### config.mk
export PLATFORM = sky130hd
export DESIGN_NAME = stream_uart_tx_flat
export DESIGN_NICKNAME = d
export VERILOG_FILES = /design/src/rtl/stream_uart_pkg.sv /design/src/rtl/stream_uart_tx_if.sv /design/src/rtl/stream_uart_baud_tick.sv /design/src/rtl/stream_uart_tx.sv /design/src/flat_wrapper.sv
export SDC_FILE = /design/constraint.sdc
export NUM_CORES = 1
export LEC_CHECK = 0
export BUFFER_PORTS_ARGS = -buffer_cell sky130_fd_sc_hd__buf_4
export CAP_MARGIN = 0
export CORE_MARGIN = 2
export CORE_UTILIZATION = 35
export CTS_BUF_LIST = sky130_fd_sc_hd__clkbuf_16
export CTS_CLUSTER_DIAMETER = 30
export DETAILED_ROUTE_END_ITERATION = 16
export GPL_ROUTABILITY_DRIVEN = 0
export GPL_TIMING_DRIVEN = 0
export HOLD_SLACK_MARGIN = 0.08
export PLACE_DENSITY_LB_ADDON = 0.2
export SLEW_MARGIN = 0
export SYNTH_ARGS = -nofsm -noshare
export SYNTH_HDL_FRONTEND = slang
export SYNTH_HIERARCHICAL = 1
export SYNTH_SLANG_ARGS = --single-unit
### constraint.sdc
create_clock -name i_clk -period 2.9 [get_ports i_clk]
set_clock_uncertainty 0.15 [all_clocks]
set_input_delay 0.145 -clock i_clk [delete_from_list [all_inputs] [get_ports i_clk]]
set_output_delay 0.145 -clock i_clk [all_outputs]
set_load 0.01 [all_outputs]
### src/rtl/stream_uart_pkg.sv
// Shared types and constants for the stream-to-UART transmitter.
package stream_uart_pkg;

    typedef enum logic [2:0] {
        IDLE,
        START,
        DATA,
        STOP,
        EOL
    } uart_state_e;

    localparam logic [7:0] CHAR_CR = 8'h0D;
    localparam logic [7:0] CHAR_LF = 8'h0A;

    // Clock cycles per bit, rounded to the nearest integer.
    function automatic int unsigned calc_div(input int unsigned clk_hz, input int unsigned baud);
        return (clk_hz + baud / 2) / baud;
    endfunction

endpackage

### src/rtl/stream_uart_tx_if.sv
// Byte stream handshake between a producer (master) and the UART transmitter (slave).
interface stream_uart_tx_if;

    logic [7:0] tdata;
    logic       tlast;
    logic       tvalid;
    logic       tready;

    modport master (
        output tdata,
        output tlast,
        output tvalid,
        input  tready
    );

    modport slave (
        input  tdata,
        input  tlast,
        input  tvalid,
        output tready
    );

endinterface

### src/rtl/stream_uart_baud_tick.sv
// Bit-period divider: counts 0..DIV-1 while enabled and flags the last cycle of each bit.
// A synchronous clear realigns the count so a new start bit gets a full period.
module stream_uart_baud_tick #(
    parameter int unsigned DIV = 16
) (
    input  logic i_clk,
    input  logic i_rst,
    input  logic i_clear,
    input  logic i_en,
    output logic o_tick
);

    localparam int unsigned CNT_W = $clog2(DIV);
    localparam logic [CNT_W-1:0] CNT_LAST = CNT_W'(DIV - 1);

    logic [CNT_W-1:0] cnt_q;

    // Divider counter with wrap on every bit boundary.
    always_ff @(posedge i_clk) begin
        if (i_rst || i_clear) begin
            cnt_q <= '0;
        end else if (i_en) begin
            cnt_q <= (cnt_q == CNT_LAST) ? '0 : cnt_q + 1'b1;
        end
    end

    assign o_tick = i_en && (cnt_q == CNT_LAST);

endmodule

### src/rtl/stream_uart_tx.sv
// Stream byte sink that serialises each accepted byte as 8N1 UART.
// Optional build macro STREAM_UART_EOL_EN: after a byte with tlast set, a CR and an LF
// frame are appended before the block becomes ready again.
module stream_uart_tx
    import stream_uart_pkg::*;
#(
    parameter int unsigned CLK_FREQ_HZ = 16000000,
    parameter int unsigned BAUD_RATE   = 57600
) (
    input  logic             i_clk,
    input  logic             i_rst,
    stream_uart_tx_if.slave  s_axis,
    output logic             o_uart_tx
);

    localparam int unsigned DIV = calc_div(CLK_FREQ_HZ, BAUD_RATE);

    if (DIV < 2) begin : g_div_check
        $error("stream_uart_tx: DIV must be at least 2");
    end

    uart_state_e state_q;
    logic [7:0]  shift_q;
    logic [2:0]  bit_cnt_q;
    logic        tx_q;
    logic        tready_q;
    logic        handshake;
    logic        tick;

`ifdef STREAM_UART_EOL_EN
    // Number of trailing CR/LF frames still to send.
    logic [1:0]  eol_left_q;
`endif

    assign handshake     = s_axis.tvalid && tready_q;
    assign s_axis.tready = tready_q;
    assign o_uart_tx     = tx_q;

    stream_uart_baud_tick #(
        .DIV (DIV)
    ) u_baud_tick (
        .i_clk   (i_clk),
        .i_rst   (i_rst),
        .i_clear (handshake),
        .i_en    (state_q != IDLE),
        .o_tick  (tick)
    );

    // Frame sequencer; line and ready are registered alongside the state.
    always_ff @(posedge i_clk) begin
        if (i_rst) begin
            state_q   <= IDLE;
            shift_q   <= '0;
            bit_cnt_q <= '0;
            tx_q      <= 1'b1;
            tready_q  <= 1'b0;
`ifdef STREAM_UART_EOL_EN
            eol_left_q <= '0;
`endif
        end else begin
            unique case (state_q)
                IDLE: begin
                    tx_q     <= 1'b1;
                    tready_q <= 1'b1;
                    if (handshake) begin
                        shift_q  <= s_axis.tdata;
                        tready_q <= 1'b0;
                        tx_q     <= 1'b0;
                        state_q  <= START;
`ifdef STREAM_UART_EOL_EN
                        eol_left_q <= s_axis.tlast ? 2'd2 : 2'd0;
`endif
                    end
                end
                START: begin
                    if (tick) begin
                        tx_q      <= shift_q[0];
                        bit_cnt_q <= '0;
                        state_q   <= DATA;
                    end
                end
                DATA: begin
                    if (tick) begin
                        if (bit_cnt_q == 3'd7) begin
                            tx_q    <= 1'b1;
                            state_q <= STOP;
                        end else begin
                            tx_q      <= shift_q[1];
                            shift_q   <= {1'b0, shift_q[7:1]};
                            bit_cnt_q <= bit_cnt_q + 3'd1;
                        end
                    end
                end
                STOP: begin
                    if (tick) begin
`ifdef STREAM_UART_EOL_EN
                        if (eol_left_q != 2'd0) begin
                            // EOL doubles as the start bit of the appended frame.
                            tx_q       <= 1'b0;
                            shift_q    <= (eol_left_q == 2'd2) ? CHAR_CR : CHAR_LF;
                            eol_left_q <= eol_left_q - 2'd1;
                            state_q    <= EOL;
                        end else begin
                            tready_q <= 1'b1;
                            state_q  <= IDLE;
                        end
`else
                        tready_q <= 1'b1;
                        state_q  <= IDLE;
`endif
                    end
                end
`ifdef STREAM_UART_EOL_EN
                EOL: begin
                    if (tick) begin
                        tx_q      <= shift_q[0];
                        bit_cnt_q <= '0;
                        state_q   <= DATA;
                    end
                end
`endif
                default: begin
                    tx_q     <= 1'b1;
                    tready_q <= 1'b0;
                    state_q  <= IDLE;
                end
            endcase
        end
    end

endmodule

### src/flat_wrapper.sv
// flat-port wrapper written by rule: the top's interface ports become plain ports
module stream_uart_tx_flat import stream_uart_pkg::*;
#(
    parameter int unsigned CLK_FREQ_HZ = 16000000,
    parameter int unsigned BAUD_RATE   = 57600
)
  (i_clk, i_rst, o_uart_tx, s_axis_tdata, s_axis_tlast, s_axis_tvalid, s_axis_tready);
  stream_uart_tx_if s_axis_i ();
  input  logic i_clk;
  input  logic i_rst;
  output logic o_uart_tx;
  input wire logic [$bits(s_axis_i.tdata)-1:0] s_axis_tdata;
  input wire logic [$bits(s_axis_i.tlast)-1:0] s_axis_tlast;
  input wire logic [$bits(s_axis_i.tvalid)-1:0] s_axis_tvalid;
  output wire logic [$bits(s_axis_i.tready)-1:0] s_axis_tready;
  assign s_axis_i.tdata = s_axis_tdata;
  assign s_axis_i.tlast = s_axis_tlast;
  assign s_axis_i.tvalid = s_axis_tvalid;
  assign s_axis_tready = s_axis_i.tready;
  stream_uart_tx #(.CLK_FREQ_HZ(CLK_FREQ_HZ), .BAUD_RATE(BAUD_RATE)) u_core (.i_clk(i_clk), .i_rst(i_rst), .s_axis(s_axis_i), .o_uart_tx(o_uart_tx));
endmodule
==> flow_summary_export.csv <==
group,metric,value,unit
worst_setup_path,critPathRequiredTime,2.94,ns
worst_setup_path,end_kind,"register",
sta,report.final.slew_viol_count,0,
worst_setup_path,crit_family,"simple AND/OR/NAND/NOR gates",
drt,drcViolationCount,0,
finish,final_util,42.35,%
floorplan,start_util,36.32,%
drt,wire_per_inst,13.43,um
finish,layout.cells.non_filler,224,
drt,wl,3009,um
sta,rsz0062_at_grt,"false",
grt,grt_first_pass_wirelength,5161,um
worst_hold_path,hold_class,"input port to register",
clocking,cts-resized-gates,0,
synthesis,postSynthCellCount,157,
floorplan,io_pins,14,
grt,overflow,0,
power_and_ir_drop,power_density,748.3,mW/mm^2
grt,met3_usage,3.454,%
synthesis,synth-xor-area-share,1.809,%
grt,grt_use_met2,25.96,%
clocking,cts_buffer_depth,2,
flow_run,drv_cap,0,
worst_setup_path,path_cells,"inv_1 -> ha_1 -> inv_1 -> buf_4 -> nand2_1 -> nor3_1 -> clkbuf_2 -> o21ba_2 -> nor3_1 -> mux2i_1",
grt,grt_max_degree,14,
sta,slew_headroom,65.37,%
clocking,cts.sinks,24,
synthesis,synthAdderAreaFrac,6.891,%
sta,period_needed,2.522,ns
grt,grt.busiest_layer,"met2",
worst_setup_path,crit_buf_inv,4,
placed_design,io_buffers,12,
drt,antenna_left,0,
synthesis,synth-seq-cells,24,
finish,antennaDiodeCount,0,
sta,finalSetupViolCount,0,
drt,dr.pass1.iters,4,
floorplan,rows,23,
synthesis,ys_warn_count,6,
sta,worstMarginPinSlew,0.5195,ns
clocking,htree_num_levels,1,
sta,finalCritPeriodShare,86.96,%
finish,layout.nets,195,
floorplan,core_area,0.004000,mm^2
sta,finalHoldViolCount,0,
synthesis,ys.flop_type,"dfxtp_1",
worst_setup_path,cp_slowest_cell,"dfxtp_1",
finish,most-common-layout-cells,"dfxtp_1 (24), a211oi_1 (15), buf_4 (13)",
grt,groute.usage.overall,14.76,%
synthesis,synth_top_family_by_area,"compound AO/OA/AOI/OAI gates",
synthesis,async_flop_share,0,%
synthesis,avgSynthCellArea,9.253,um^2
clocking,cts_made_buffers,3,
placed_design,dp_hpwl,2198,um
synthesis,yosysSeqAreaShare,33.07,%
power_and_ir_drop,total_power,1.268,mW
clocking,path_clk_slew,0.06,ns
sta,worst_hold_slack,0.1862,ns
finish,syn_to_final_growth,16.62,%
worst_setup_path,setup.worst_path.class,"register to register",
worst_setup_path,cp.arrival,2.56,ns
sta,fmaxAchievable,396.5,MHz
worst_setup_path,crit_path_max_incr_delay,0.36,ns
grt,grt_pass1_vias,1140,
synthesis,synth.area.mux_share,6.804,%
clocking,post_cts.repair.setup_buffers,0,
clocking,cts_tree,"yes",
drt,viasPerCell,5.210,
power_and_ir_drop,ir_drop,364.0,uV
synthesis,synth_compound_area_share,23.00,%
power_and_ir_drop,p_leak,0.6486,nW
drt,drtIter0Drc,57,
worst_setup_path,crit_fanout,9,
worst_setup_path,start_kind,"register",
synthesis,netlist_area,0.001453,mm^2
sta,tns,0,ns
floorplan,die_h,68.43,um
finish,layout-drive-gt1-share,22.41,%
finish,final_common_cell,"dfxtp_1",
synthesis,synth_nets,177,
synthesis,synth_edf_count,0,
synthesis,synth.distinct_cells,43,
floorplan,die_width,68.43,um
clocking,worstSkewPairLatency,0.26,ns
floorplan,fp.dieArea,0.004682,mm^2
finish,num-fill-cells,402,
placed_design,dp_cells,219,
grt,use_met1,17.00,%
grt,antenna_found_initial,0,
outcome,status,"finished, final reports clean",
synthesis,synthSimpleGateAreaFrac,20.24,%
drt,via_count,1167,
clocking,cts_root_buf,"clkbuf_16",
synth_stat cells (all sizes together), types with 2 or more instances:
master / instances / area [um^2]
dfxtp: 24 / 480.5
inv: 12 / 45.04
nand2b: 5 / 38.78
clkbuf: 3 / 12.51
o21ai: 9 / 45.04
buf: 5 / 61.31
nor2: 7 / 26.28
ha: 8 / 100.1
or3: 5 / 36.28
mux2: 7 / 78.83
mux2i: 2 / 20.02
nand4: 3 / 18.77
o31ai: 3 / 36.28
a21boi: 3 / 26.27
nand2: 7 / 26.28
xor2: 2 / 17.52
and3b: 2 / 17.52
and2: 4 / 25.02
a211oi: 15 / 112.6
nor3: 4 / 20.02
a21oi: 10 / 53.80
nand3: 4 / 20.02
kinds of logic (layout without fill, tap and decap cells):
kind of cell               count (synthesis)  in the layout
and+or+nand+nor                           47             47
AOI/OAI and AO/OA                         46             46
DFF                                       24             24
buffers and inverters                     20             37
muxes                                      9              9
adders and majority gates                  8              8
xor gates and xnor gates                   3              3
state kept, by name, indices dropped and copies added (netlist names):
name	count
u_core/shift_q	8
u_core/state_q	2
u_core/o_uart_tx	1
u_core/u_baud_tick/cnt_q	9
u_core/bit_cnt_q	3
u_core/s_axis.tready	1
per-layer routing:
layer  routed length, um  vias to the layer above  part of all wire, %
met4                  44                        0                  1.5
met5                   0                        -                    0
met3                  67                        4                  2.2
met1                1350                      552                   45
met2                1547                        8                   51
li1                    -                      603                    -
metrics by stage:
stage | area [um^2] | setup slack [ns]
6_report | 1694 | 0.3781
3_3_place_gp | 1605 | 0.4398
5_1_grt | 1694 | 0.1707
2_1_floorplan | 1453 | 0.7005
4_1_cts | 1694 | 0.3566
3_5_place_dp | 1605 | 0.3836
area by class of cell:
| class | instances | area, um^2 | share of cell area (%) |
|---|---|---|---|
| tap | 50 | 62.56 | 3.693 |
| timing repair buffer | 13 | 100.1 | 5.908 |
| clock buffer | 3 | 75.07 | 4.431 |
| sequential | 24 | 480.5 | 28.36 |
| buffer | 8 | 73.82 | 4.357 |
| multi-input combinational | 113 | 853.3 | 50.37 |
| clock inverter | 1 | 3.754 | 0.2216 |
| inverter | 12 | 45.04 | 2.659 |
report_power, final:
group	leakage [nW]	switching [mW]	internal [mW]	total [mW]
sequential	0.196	0.0509	0.396	0.446
clock	0.0385	0.115	0.184	0.299
combinational	0.414	0.266	0.256	0.522
total	0.649	0.432	0.835	1.27
worst paths after layout:
check | from | to | slack (ns) | cells after the start
setup / recovery | u_core/state_q[0] | u_core/state_q[1] | 0.38 | 10
hold / removal | s_axis_tvalid | u_core/shift_q[7] | 0.19 | 4
setup reg to reg | u_core/state_q[0] | u_core/state_q[1] | 0.38 | 10
hold reg to reg | u_core/shift_q[4] | u_core/shift_q[4] | 0.31 | 2
worst reg2reg max path, stage by stage (launching register included):
cell	delay [ns]
dfxtp_1	0.36
inv_1	0.09
ha_1	0.29
inv_1	0.09
buf_4	0.15
nand2_1	0.13
nor3_1	0.22
clkbuf_2	0.25
o21ba_2	0.20
nor3_1	0.32
mux2i_1	0.21
timing repair:
action	in CTS	in global routing
endpoints found under the hold margin	1	0
endpoints found under the setup margin	0	0
hold buffers	1	0
(Power assumes the default switching activity.)
